<file path="src/rtl/mc_datapath_core.sv">
// Multi-cycle 16-bit-instruction core with req/ack instruction and data ports.
// Optional MUL (op B) is enabled by defining MCDP_MUL_EN.
module mc_datapath_core #(
  parameter int unsigned DATA_W = 8,
  parameter int unsigned ADDR_W = 8,
  parameter int unsigned CNT_W = 16,
  parameter logic [ADDR_W-1:0] RESET_PC = '0
) (
  input  logic              clk,
  input  logic              rst,
  output logic              imem_req,
  output logic [ADDR_W-1:0] imem_addr,
  input  logic              imem_ack,
  input  logic [15:0]       imem_rdata,
  output logic              dmem_req,
  output logic              dmem_we,
  output logic [ADDR_W-1:0] dmem_addr,
  output logic [DATA_W-1:0] dmem_wdata,
  input  logic              dmem_ack,
  input  logic [DATA_W-1:0] dmem_rdata,
  output logic              halted,
  output logic [CNT_W-1:0]  retired
);

  localparam int unsigned XW = (DATA_W > ADDR_W) ? DATA_W : ADDR_W;

  typedef enum logic [2:0] {
    S_FETCH, S_DECODE, S_EXEC, S_MEM, S_WB, S_HALTED
  } state_t;

  state_t            state_q, state_d;
  logic              run_q, run_d;
  logic [ADDR_W-1:0] pc_q, pc_d;
  logic [15:0]       ir_q, ir_d;
  logic [DATA_W-1:0] a_q, a_d;
  logic [DATA_W-1:0] b_q, b_d;
  logic [DATA_W-1:0] rdv_q, rdv_d;
  logic [XW-1:0]     imm_q, imm_d;
  logic [DATA_W-1:0] res_q, res_d;
  logic [ADDR_W-1:0] ea_q, ea_d;
  logic [DATA_W-1:0] wd_q, wd_d;
  logic [CNT_W-1:0]  ret_q, ret_d;
  logic [DATA_W-1:0] rf_q [8];
  logic [DATA_W-1:0] rf_d [8];

  logic [3:0] op;
  logic [2:0] rd, ra, rb;
  logic is_alu, is_lw, is_sw, is_beq, is_jmp, is_halt, is_mul;
  logic [DATA_W-1:0] b_op, alu;
  logic [ADDR_W-1:0] pc_inc;

  assign op = ir_q[15:12];
  assign rd = ir_q[11:9];
  assign ra = ir_q[8:6];
  assign rb = ir_q[5:3];

  assign is_alu  = (op < 4'h7);
  assign is_lw   = (op == 4'h7);
  assign is_sw   = (op == 4'h8);
  assign is_beq  = (op == 4'h9);
  assign is_jmp  = (op == 4'hA);
  assign is_halt = (op == 4'hF);
`ifdef MCDP_MUL_EN
  assign is_mul  = (op == 4'hB);
`else
  assign is_mul  = 1'b0;
`endif

  assign pc_inc = pc_q + ADDR_W'(1);

  always_comb begin
    b_op = (op == 4'h6) ? imm_q[DATA_W-1:0] : b_q;
    case (op)
      4'h1:    alu = a_q - b_op;
      4'h2:    alu = a_q & b_op;
      4'h3:    alu = a_q | b_op;
      4'h4:    alu = a_q ^ b_op;
      4'h5:    alu = DATA_W'($signed(a_q) < $signed(b_op));
`ifdef MCDP_MUL_EN
      4'hB:    alu = DATA_W'(a_q * b_op);
`endif
      default: alu = a_q + b_op;
    endcase
  end

  always_comb begin
    state_d = state_q;
    run_d   = 1'b1;
    pc_d    = pc_q;
    ir_d    = ir_q;
    a_d     = a_q;
    b_d     = b_q;
    rdv_d   = rdv_q;
    imm_d   = imm_q;
    res_d   = res_q;
    ea_d    = ea_q;
    wd_d    = wd_q;
    ret_d   = ret_q;
    rf_d    = rf_q;
    case (state_q)
      S_FETCH: begin
        if (run_q && imem_ack) begin
          ir_d    = imem_rdata;
          state_d = S_DECODE;
        end
      end
      S_DECODE: begin
        a_d     = rf_q[ra];
        b_d     = rf_q[rb];
        rdv_d   = rf_q[rd];
        imm_d   = {{(XW-6){ir_q[5]}}, ir_q[5:0]};
        state_d = S_EXEC;
      end
      S_EXEC: begin
        unique case (1'b1)
          is_alu, is_mul: begin
            res_d   = alu;
            state_d = S_WB;
          end
          is_lw, is_sw: begin
            ea_d    = ADDR_W'(a_q) + imm_q[ADDR_W-1:0];
            wd_d    = rdv_q;
            state_d = S_MEM;
          end
          is_beq: begin
            pc_d    = (rdv_q == a_q) ? pc_inc + imm_q[ADDR_W-1:0] : pc_inc;
            ret_d   = ret_q + CNT_W'(1);
            state_d = S_FETCH;
          end
          is_jmp: begin
            pc_d    = ADDR_W'(ir_q[11:0]);
            ret_d   = ret_q + CNT_W'(1);
            state_d = S_FETCH;
          end
          is_halt: begin
            ret_d   = ret_q + CNT_W'(1);
            state_d = S_HALTED;
          end
          default: begin
            pc_d    = pc_inc;
            ret_d   = ret_q + CNT_W'(1);
            state_d = S_FETCH;
          end
        endcase
      end
      S_MEM: begin
        if (dmem_ack) begin
          if (is_sw) begin
            pc_d    = pc_inc;
            ret_d   = ret_q + CNT_W'(1);
            state_d = S_FETCH;
          end else begin
            res_d   = dmem_rdata;
            state_d = S_WB;
          end
        end
      end
      S_WB: begin
        if (rd != 3'd0) rf_d[rd] = res_q;
        pc_d    = pc_inc;
        ret_d   = ret_q + CNT_W'(1);
        state_d = S_FETCH;
      end
      default: ;
    endcase
  end

  always_ff @(posedge clk or posedge rst) begin
    if (rst) begin
      state_q <= S_FETCH;
      run_q   <= 1'b0;
      pc_q    <= RESET_PC;
      ir_q    <= '0;
      a_q     <= '0;
      b_q     <= '0;
      rdv_q   <= '0;
      imm_q   <= '0;
      res_q   <= '0;
      ea_q    <= '0;
      wd_q    <= '0;
      ret_q   <= '0;
      for (int i = 0; i < 8; i++) rf_q[i] <= '0;
    end else begin
      state_q <= state_d;
      run_q   <= run_d;
      pc_q    <= pc_d;
      ir_q    <= ir_d;
      a_q     <= a_d;
      b_q     <= b_d;
      rdv_q   <= rdv_d;
      imm_q   <= imm_d;
      res_q   <= res_d;
      ea_q    <= ea_d;
      wd_q    <= wd_d;
      ret_q   <= ret_d;
      rf_q    <= rf_d;
    end
  end

  // run_q keeps the fetch request low for the first cycle out of reset
  assign imem_req   = run_q && (state_q == S_FETCH);
  assign imem_addr  = pc_q;
  assign dmem_req   = (state_q == S_MEM);
  assign dmem_we    = (state_q == S_MEM) && is_sw;
  assign dmem_addr  = ea_q;
  assign dmem_wdata = wd_q;
  assign halted     = (state_q == S_HALTED);
  assign retired    = ret_q;

endmodule

</file>
<file path="config.mk">
export PLATFORM = sky130hd
export DESIGN_NAME = mc_datapath_core
export DESIGN_NICKNAME = d
export VERILOG_FILES = /design/src/rtl/mc_datapath_core.sv
export SDC_FILE = /design/constraint.sdc
export NUM_CORES = 1
export LEC_CHECK = 0
export CAP_MARGIN = 20
export CORE_AREA = 2 2 206 208
export DETAILED_ROUTE_END_ITERATION = 8
export DIE_AREA = 0 0 208 210
export SETUP_SLACK_MARGIN = 0.3
export SYNTH_ARGS = -nofsm -noshare
export SYNTH_HDL_FRONTEND = slang
export SYNTH_SLANG_ARGS = --single-unit
export TNS_END_PERCENT = 10
</file>
<file path="constraint.sdc">
create_clock -name clk -period 11.75 [get_ports clk]
set_input_delay 2.35 -clock clk [delete_from_list [all_inputs] [get_ports clk]]
set_output_delay 2.35 -clock clk [all_outputs]
set_load 0.005 [all_outputs]
</file>
==> results.yml, run 1 <==
min_path:
  worstHoldPathCells: 0
  hold_path.startpoint: "rf_q[56]"
  min-delay-path-class: "flip-flop to flip-flop"
  min_to: "rf_q[56]"
layout:
  finish.net_count: 1060
  n_antenna_cell: 0
  final_cell_area_mm2: 0.0120
  nFillCells: 4286
  area_growth_pct: 17.0
  largest_register_ffs: 64
  sequential_cell_area_mm2: 0.00405
  post-route-util_pct: 28.8
  stdcell_count: 1540
  largest-register: "rf_q"
  drive_above_1_share_pct: 17.9
  area_used_by_multi_input_combinational_logic_mm2: 0.00576
routing:
  routed_wire_length_per_instance_um: 18.1
  routed_wl_um: 27900
  vias_per_cell: 4.89
  number_of_nets_with_antenna_violations_after_detailed_routing: 0
  firstDrtPassIters: 5
  route.detailed.drc: 0
  vias: 7523
  initialDrtViolationCount: 537
floorplanning:
  initial_utilization_pct: 24.6
  floorplan.die.height_um: 210
  fp-row-count: 75
  die_area_mm2: 0.0437
  std_cell_core_area_mm2: 0.0415
  floorplan.die.width_um: 208
  floorplan.io_pins: 72
sta:
  final_hold_viol_count: 0
  rsz0062_at_grt: "false"
  setup_viol: 0
  worst_slew_margin_relative_to_its_limit_pct: 34.1
  max_clock_freq_ghz: 0.198
  fin_worst_hold_slack_ps: 424
  final_worst_path_period_need_ps: 5060
  timing.setup.tns_ps: 0
  post-route-worst-setup-slack_ps: 6690
  fin_skew_ps: 12.4
  report.final.slew_viol_count: 0
  timing_worst_slew_pin_value_ps: 988
  final.period_utilization_pct: 43.1
placement:
  placed_cells_incl_taps: 1508
  dp_hpwl_um: 20400
  numPortBuffers: 71
  pre_cts_ws_ps: 7140
  place_congestion: 0.882
  dpl-instance-area_mm2: 0.0114
cts:
  cts_post_setup_buffers_inserted: 0
  resized_cells_post_cts: 0
  cts.hold.buffers_added: 0
  cts_max_level: 4
  clock_sinks: 162
  cts_tree: "done"
  worstSkewPairLatency_ps: 430
  clockBufferDepth: 2
  cts_made_buffers: 17
  cts.root.buffer_cell: "clkbuf_16"
  path_clk_slew_ps: 70
global_routing:
  grt_overflow_total: 0
  grt_first_pass_wirelength_um: 44000
  track_usage_pct: 12.9
  antenna_found_initial: 0
  largest_net_degree_at_the_start_of_global_routing: 99
  first_global_vias: 7391
run:
  max_cap_violations: 0
critical_path:
  worstSetupPathType: "flip-flop to primary output"
  rr_startpoint: "ir_q[14]"
  worst_setup_start_kind: "flip-flop"
  rrSetupSlack_ps: 7570
  critical_path_required_ps: 9400
  worstPathMaxFanout: 18
  critPathBufInv: 2
  worst_path_max_delay_cell: "dfrtp_1"
  cp_data_arrival_time_ps: 2710
  critical_path.top_delay_family: "buffers and inverters"
  cp_slowest_stage_delay_ps: 740
  cp-end-kind: "primary output"
  r2r_cells: 12
  worst_flop_to_flop_path_endpoint: "res_q[7]"
  critPathLaunch: "state_q[0]"
  cp_cell_sequence: "nand3b_1, inv_2, clkdlybuf4s50_1"
power:
  power.leakage_nw: 5.02
  power.net_switching_mw: 1.52
  int_power_mw: 1.93
  power_switching_share_pct: 44.1
  design_power_total_mw: 3.45
  power_frac_comb_pct: 50.4
  power.ir.vdd_worst_mv: 0.122
  power_per_unit_of_standard_cell_area_mw_per_mm2: 288
  power.share.clock_pct: 15.5
  power.share.sequential_pct: 34.1
logic_synthesis:
  ys_dominant_reg_cell: "dfrtp_1"
  post-synth-top-count-cell: "dfrtp_1"
  synthesis.instances: 949
  synthTopCellsByCount: "162 x dfrtp_1, 84 x nor2_1, 70 x nand2_1"
  ys_top_cells_by_area: "dfrtp_1 40%, mux4_2 9.3%, mux2_2 7.4%"
  asyncSetResetFlopFracSynth_pct: 100
  synth_top_area_share_pct: 39.7
  synth.lib_cells_used.distinct: 86
  number_of_warnings_printed_during_yosys_synthesis: 0
  cell_area_synth_mm2: 0.0102
  synth_area_leader_cell: "dfrtp_1"
  synth-edff-count: 0
  synth_nets: 1021
  synth_seq_cells: 162
  synth_sequential_area_ratio_pct: 39.7
  syn_area_per_cell_um2: 10.8
outcome:
  run_status: "completed"
-- kinds of logic (layout without fill, tap and decap cells) --
kind of cell	after synthesis	after routing	share of synthesized area (%)
and+or+nand+nor	257	257	12.8
AOI/OAI and AO/OA	187	187	12.0
DFF	162	162	39.7
muxes	161	161	22.3
buffers and inverters	97	149	4.06
adders and majority gates	44	44	5.68
xor gates and xnor gates	40	40	3.43
other	1	1	0.0367
-- per-layer routing --
layer / wire, um / track usage, %
met1: 12200 / 16.7
met2: 14100 / 21.9
met3: 1130 / 2.22
met4: 560 / 4.40
met5: 0 / 0
-- how the worst max path moves through the flow --
stage / endpoint / cells past startpoint / slack (ps)
detailed placement: dmem_req / 3 / 7140
global placement: dmem_req / 3 / 7250
floorplan: a_q[0] / 1 / 5020
CTS: dmem_req / 3 / 6680
global route: dmem_req / 3 / 6520
finish: dmem_req / 3 / 6690
-- layout by cell type, fill, tap and decap left out, drive strengths merged, types with 27 or more instances in the layout --
master         netlist  final
clkdlybuf4s50        0     71
dfrtp              162    162
ha                  40     40
mux2                92     92
mux2i               27     27
nor2                85     85
inv                 38     43
mux4                42     42
a21oi               51     51
nand2               71     71
o21ai               45     45
-- power by group through the flow --
| stage | Sequential, mW | Combinational (mW) | Clock [mW] |
|---|---|---|---|
| 2_1_floorplan | 0.942 | 1.42 | 0 |
| 3_3_place_gp | 1.17 | 1.71 | 0 |
| 3_5_place_dp | 1.19 | 1.73 | 0 |
| 4_1_cts | 1.17 | 1.74 | 0.547 |
| 5_1_grt | 1.22 | 1.92 | 0.570 |
| 6_report | 1.17 | 1.74 | 0.533 |
-- final cells by class --
| type | instances | share of cell area [%] |
|---|---|---|
| inverter | 38 | 1.23 |
| clock inverter | 12 | 0.806 |
| multi-input combinational | 690 | 48.1 |
| timing repair buffer | 79 | 6.45 |
| tap | 539 | 5.64 |
| clock buffer | 20 | 3.82 |
| sequential | 162 | 33.9 |
Note: power is estimated with default switching activity, not from simulation.
==> run 2, diff against run 1 <==
==> constraint.sdc (replaced) <==
create_clock -name clk -period 4.7 [get_ports clk]
set_input_delay 0.94 -clock clk [delete_from_list [all_inputs] [get_ports clk]]
set_output_delay 0.94 -clock clk [all_outputs]
set_load 0.005 [all_outputs]
==> results.yml, run 2 (synthesis results as in run 1) <==
cts:
  cts_max_level: 4
  path_clk_slew_ps: 70
  cts.hold.buffers_added: 0
  cts_made_buffers: 17
  cts_tree: "done"
  clockBufferDepth: 2
  clock_sinks: 162
  cts.root.buffer_cell: "clkbuf_16"
  resized_cells_post_cts: 0
  cts_post_setup_buffers_inserted: 0
  worstSkewPairLatency_ps: 440
sta:
  final.period_utilization_pct: 79.4
  rsz0062_at_grt: "false"
  final_hold_viol_count: 0
  setup_viol: 0
  fin_worst_hold_slack_ps: 426
  max_clock_freq_ghz: 0.268
  timing_worst_slew_pin_value_ps: 1010
  final_worst_path_period_need_ps: 3730
  fin_skew_ps: 15.2
  report.final.slew_viol_count: 0
  worst_slew_margin_relative_to_its_limit_pct: 32.8
  timing.setup.tns_ps: 0
floorplanning:
  floorplan.die.height_um: 210
  floorplan.die.width_um: 208
  fp-row-count: 75
  die_area_mm2: 0.0437
  floorplan.io_pins: 72
  std_cell_core_area_mm2: 0.0415
  initial_utilization_pct: 24.6
critical_path:
  cp_data_arrival_time_ps: 2790
  critical_path_required_ps: 3760
  cp-end-kind: "primary output"
  worst_setup_start_kind: "flip-flop"
  rrSetupSlack_ps: 1260
  worstPathMaxFanout: 18
  worstSetupPathType: "flip-flop to primary output"
  critPathLaunch: "state_q[0]"
  worst_flop_to_flop_path_endpoint: "res_q[7]"
  r2r_cells: 12
  cp-endpoint: "dmem_req"
  rr_startpoint: "ir_q[15]"
placement:
  dp_hpwl_um: 20600
  place_congestion: 0.886
  numPortBuffers: 71
layout:
  largest-register: "rf_q"
  layout_commonest_cell: "dfrtp_1"
  layout.cells.most_common_list: "162 x dfrtp_1, 84 x nor2_1, 71 x clkdlybuf4s50_1"
  nFillCells: 4245
  finish.net_count: 1068
  drive_above_1_share_pct: 18.6
  largest_register_ffs: 64
  area_growth_pct: 18.3
min_path:
  worstHoldPathCells: 0
  min-delay-path-class: "flip-flop to flip-flop"
routing:
  initialDrtViolationCount: 532
  number_of_nets_with_antenna_violations_after_detailed_routing: 0
  vias_per_cell: 4.89
  routed_wire_length_per_instance_um: 18.3
  routed_wl_um: 28400
  route.detailed.drc: 0
  firstDrtPassIters: 4
  vias: 7570
global_routing:
  grt_overflow_total: 0
  grt_first_pass_wirelength_um: 44800
  antenna_found_initial: 2
  largest_net_degree_at_the_start_of_global_routing: 63
  first_global_vias: 7554
  track_usage_pct: 13.2
outcome:
  run_status: "completed"
power:
  power_per_unit_of_standard_cell_area_mw_per_mm2: 721
  power.ir.vdd_worst_mv: 0.255
  power.leakage_nw: 5.09
run:
  max_cap_violations: 0
-- run 2: cell count changes in the layout (fill, tap and decap cells not counted) --
cell        delta
clkinvlp_4     -1
clkbuf_1       -1
buf_12         +3
bufinv_16      +1
clkinv_2       -2
clkinv_8       +1
buf_4          +5
diode_2        +1
clkbuf_8       -1
clkinv_4       +3
inv_6          -1
-- run 2: per-layer routing --
| metal | up-vias | GRT usage, % | part of all wire [%] |
|---|---|---|---|
| met5 | - | 0 | 0.053 |
| met4 | 4 | 5.48 | 3.4 |
| met3 | 49 | 3.28 | 4.8 |
| met2 | 153 | 22.1 | 49 |
| met1 | 3807 | 16.4 | 43 |
| li1 | 3557 | - | - |
-- run 2: critical path: stages, from the launching register on --
cell and delay, ps:
dfrtp_1 740, nand3b_1 620, inv_2 400, clkdlybuf4s50_1 580
-- run 2: final cells by class --
class                   count  area [um2]  share of cell area [%]
diodes                      1        2.50                  0.0207
clock buffers              18         439                    3.63
clock inverters            13         144                    1.19
inverters                  38         146                    1.21
multi-input cells         690        5760                    47.6
flip-flops and latches    162        4050                    33.5
well taps                 539         674                    5.58
repair buffers             87         868                    7.19
-- run 2: how the worst min path moves through the flow --
| stage | start | to | slack, ps |
|---|---|---|---|
| after floorplan | rf_q[56] | rf_q[56] | 460 |
| after global placement | rf_q[58] | rf_q[58] | 390 |
| after detailed placement | rf_q[56] | rf_q[56] | 400 |
| after CTS | rf_q[56] | rf_q[56] | 420 |
| after global routing | rf_q[60] | rf_q[60] | 430 |
| final | rf_q[56] | rf_q[56] | 430 |
-- run 2: metrics by stage --
| stage | std cells | worst slack [ps] | total power, mW | instance area [um2] | util (%) |
|---|---|---|---|---|---|
| floorplan | 949 | 1430 | 5.91 | 10200 | - |
| finish | 1548 | 966 | 8.72 | 12100 | 29.1 |
| global placement | 1515 | 1310 | 7.26 | 11500 | 27.7 |
| global route | 1547 | 771 | 9.41 | 12100 | 29.1 |
| detailed placement | 1515 | 1290 | 7.34 | 11500 | 27.7 |
| CTS | 1546 | 940 | 8.78 | 12100 | 29.1 |
-- run 2: report_power, final --
part	internal, mW	switching (mW)	total (mW)
registers	1.93	0.893	2.82
clock network	0.758	0.636	1.39
logic	2.20	2.30	4.50
==> edit, RTL diff (flow settings as in run 2) <==
Register the output `retired` once more, cleared by the reset; this adds one clock of latency there. The other outputs are not delayed to match.
--- a/src/rtl/mc_datapath_core.sv
+++ b/src/rtl/mc_datapath_core.sv
@@ -207,3 +207,9 @@
   assign halted     = (state_q == S_HALTED);
-  assign retired    = ret_q;
+  always_ff @(posedge clk or posedge rst) begin
+    if (rst) begin
+      retired <= '0;
+    end else begin
+      retired <= ret_q;
+    end
+  end
 
Formal check against the unedited RTL: not equivalent (Yosys sat finds a counterexample within 10 cycles, from zero or initial values and one cycle with rst high).
==> edit against run 2 <==
- sequential cell count up 16
- critical endpoint is now res_q[6]
- via count up 1.7%
- total power down 0.32%
- hold slack worse by 0.024 ns
- area after synthesis up 3.0%
- design area up 1.9%
- highest routed layer is now met4
- worst setup slack better by 0.045 ns
- fmax up 1.2%
- wire length up 1.9%
- clock power up 5%
- critical path depth up 10
- largest power group unchanged
- utilization up 0.56 points
==> edit: results (changes against run 2) <==
synth top area cells dfrtp_1, mux2_2, mux4_2; first-pass GRT wire length 45600 um (+1.9%); actual slew at the worst max-slew pin 0.957 ns (-0.0502 ns); drt first pass iters 5 (+1); Clock Skews 0.0116 ns (-0.00365 ns); arrival time at the worst endpoint 4.02 ns (+1.23 ns); CP Launch Point ir_q[12]; Net count, final 1085 (+1.6%); vias per inst 4.92 (+0.60%); commonest cells in the netlist dfrtp_1, mux2_2, nand2_1; vias in the first global route 7719 (+2.2%); wire per inst 18.5 um (+0.80%); CTS-repair resized insts 0 (unchanged); Post-Syn Nets 1045 (+2.4%); largest net degree at the start of global routing 110 (+75%); Placed Area 11700 sq um (+2.1%); P_leak 5.21 nW (+2.5%); First DRT Iteration DRCs 508 (-4.5%); sequential share of the synthesized area 42.3% (+2.6 points); Netlist cell types 80 (-7.0%); min-delay src ret_q[15]; Placer Congestion 0.901 (+1.7%); status completed; share of layout cells above drive strength 1 18.6% (+0.083 points); Max VDD drop 0.000277 V (+8.4%); CP max FO 23 (+5)
## edit: cell types whose count changed in the layout (fill, tap and decap cells not counted), sizes merged, moves of 5 or more
cell	run 2	this run
xnor2	24	34
nand3	15	20
nor2b	8	18
buf	16	11
nand2	71	85
dfrtp	162	178
a21oi	51	61
xor2	16	8
nor2	85	70
mux4	42	36
## edit: per-layer routing
layer | global-route usage [%] | share of wire, % | vias up
li1 | - | - | 3597
met1 | 17.1 | 43 | 3830
met2 | 22.5 | 48 | 223
met3 | 2.85 | 5.7 | 49
met4 | 5.65 | 3.4 | 0
met5 | 0 | 0 | -
## edit: through the flow
step                      cells  setup WS [ns]
after floorplan             973           1.48
after detailed placement   1533           1.14
final                      1565           1.01
after global placement     1533           1.29
after CTS                  1564           1.08
after global routing       1564          0.690
## edit: final timing paths
path                               endpoint  cells past startpoint  slack, ns
min in group asynchronous           ir_q[1]                      2       0.94
max in group asynchronous           ir_q[4]                      3       2.78
worst min-delay path            retired[15]                      0       0.40
worst min register to register  retired[15]                      0       0.40
worst max-delay path               res_q[6]                     13       1.01
worst max register to register     res_q[6]                     13       1.01
## edit: where the power goes
part	switching (W)	internal (W)	total, W
clock	0.000654	0.000809	0.00146
sequential	0.000987	0.00207	0.00305
combinational	0.00213	0.00205	0.00417
total	0.00377	0.00492	0.00869
## edit: final cells by class
class                           instances  area, sq um
Inverter                               40          154
Fill cell                            4332        29200
Clock inverter                         12          148
Multi-Input combinational cell        694         5640
Sequential cell                       178         4450
Timing Repair Buffer                   82          806
Antenna cell                            1         2.50
Tap cell                              539          674
Clock buffer                           19          443
## edit: logic make-up (layout without fill, tap and decap cells)
group / Yosys count / after routing / share of synthesized area [%]
and+or+nand+nor: 255 / 255 / 12.0
AOI/OAI and AO/OA: 197 / 197 / 12.3
DFF: 178 / 178 / 42.3
muxes: 155 / 155 / 20.1
buffers and inverters: 101 / 153 / 4.20
adders and majority gates: 44 / 44 / 5.51
xor gates and xnor gates: 42 / 42 / 3.49
other: 1 / 2 / 0.0356
## edit: worst max-delay path, stage by stage (launching register included)
cell,delay [ns]
dfrtp_1,0.85
nand2b_1,0.24
nand2b_1,0.35
nand2_1,0.09
nand2_1,0.13
ha_1,0.22
inv_1,0.07
fa_1,0.40
nor2b_1,0.15
o21ai_0,0.27
a21oi_1,0.15
o21ai_0,0.26
a31oi_1,0.12
a211oi_1,0.27
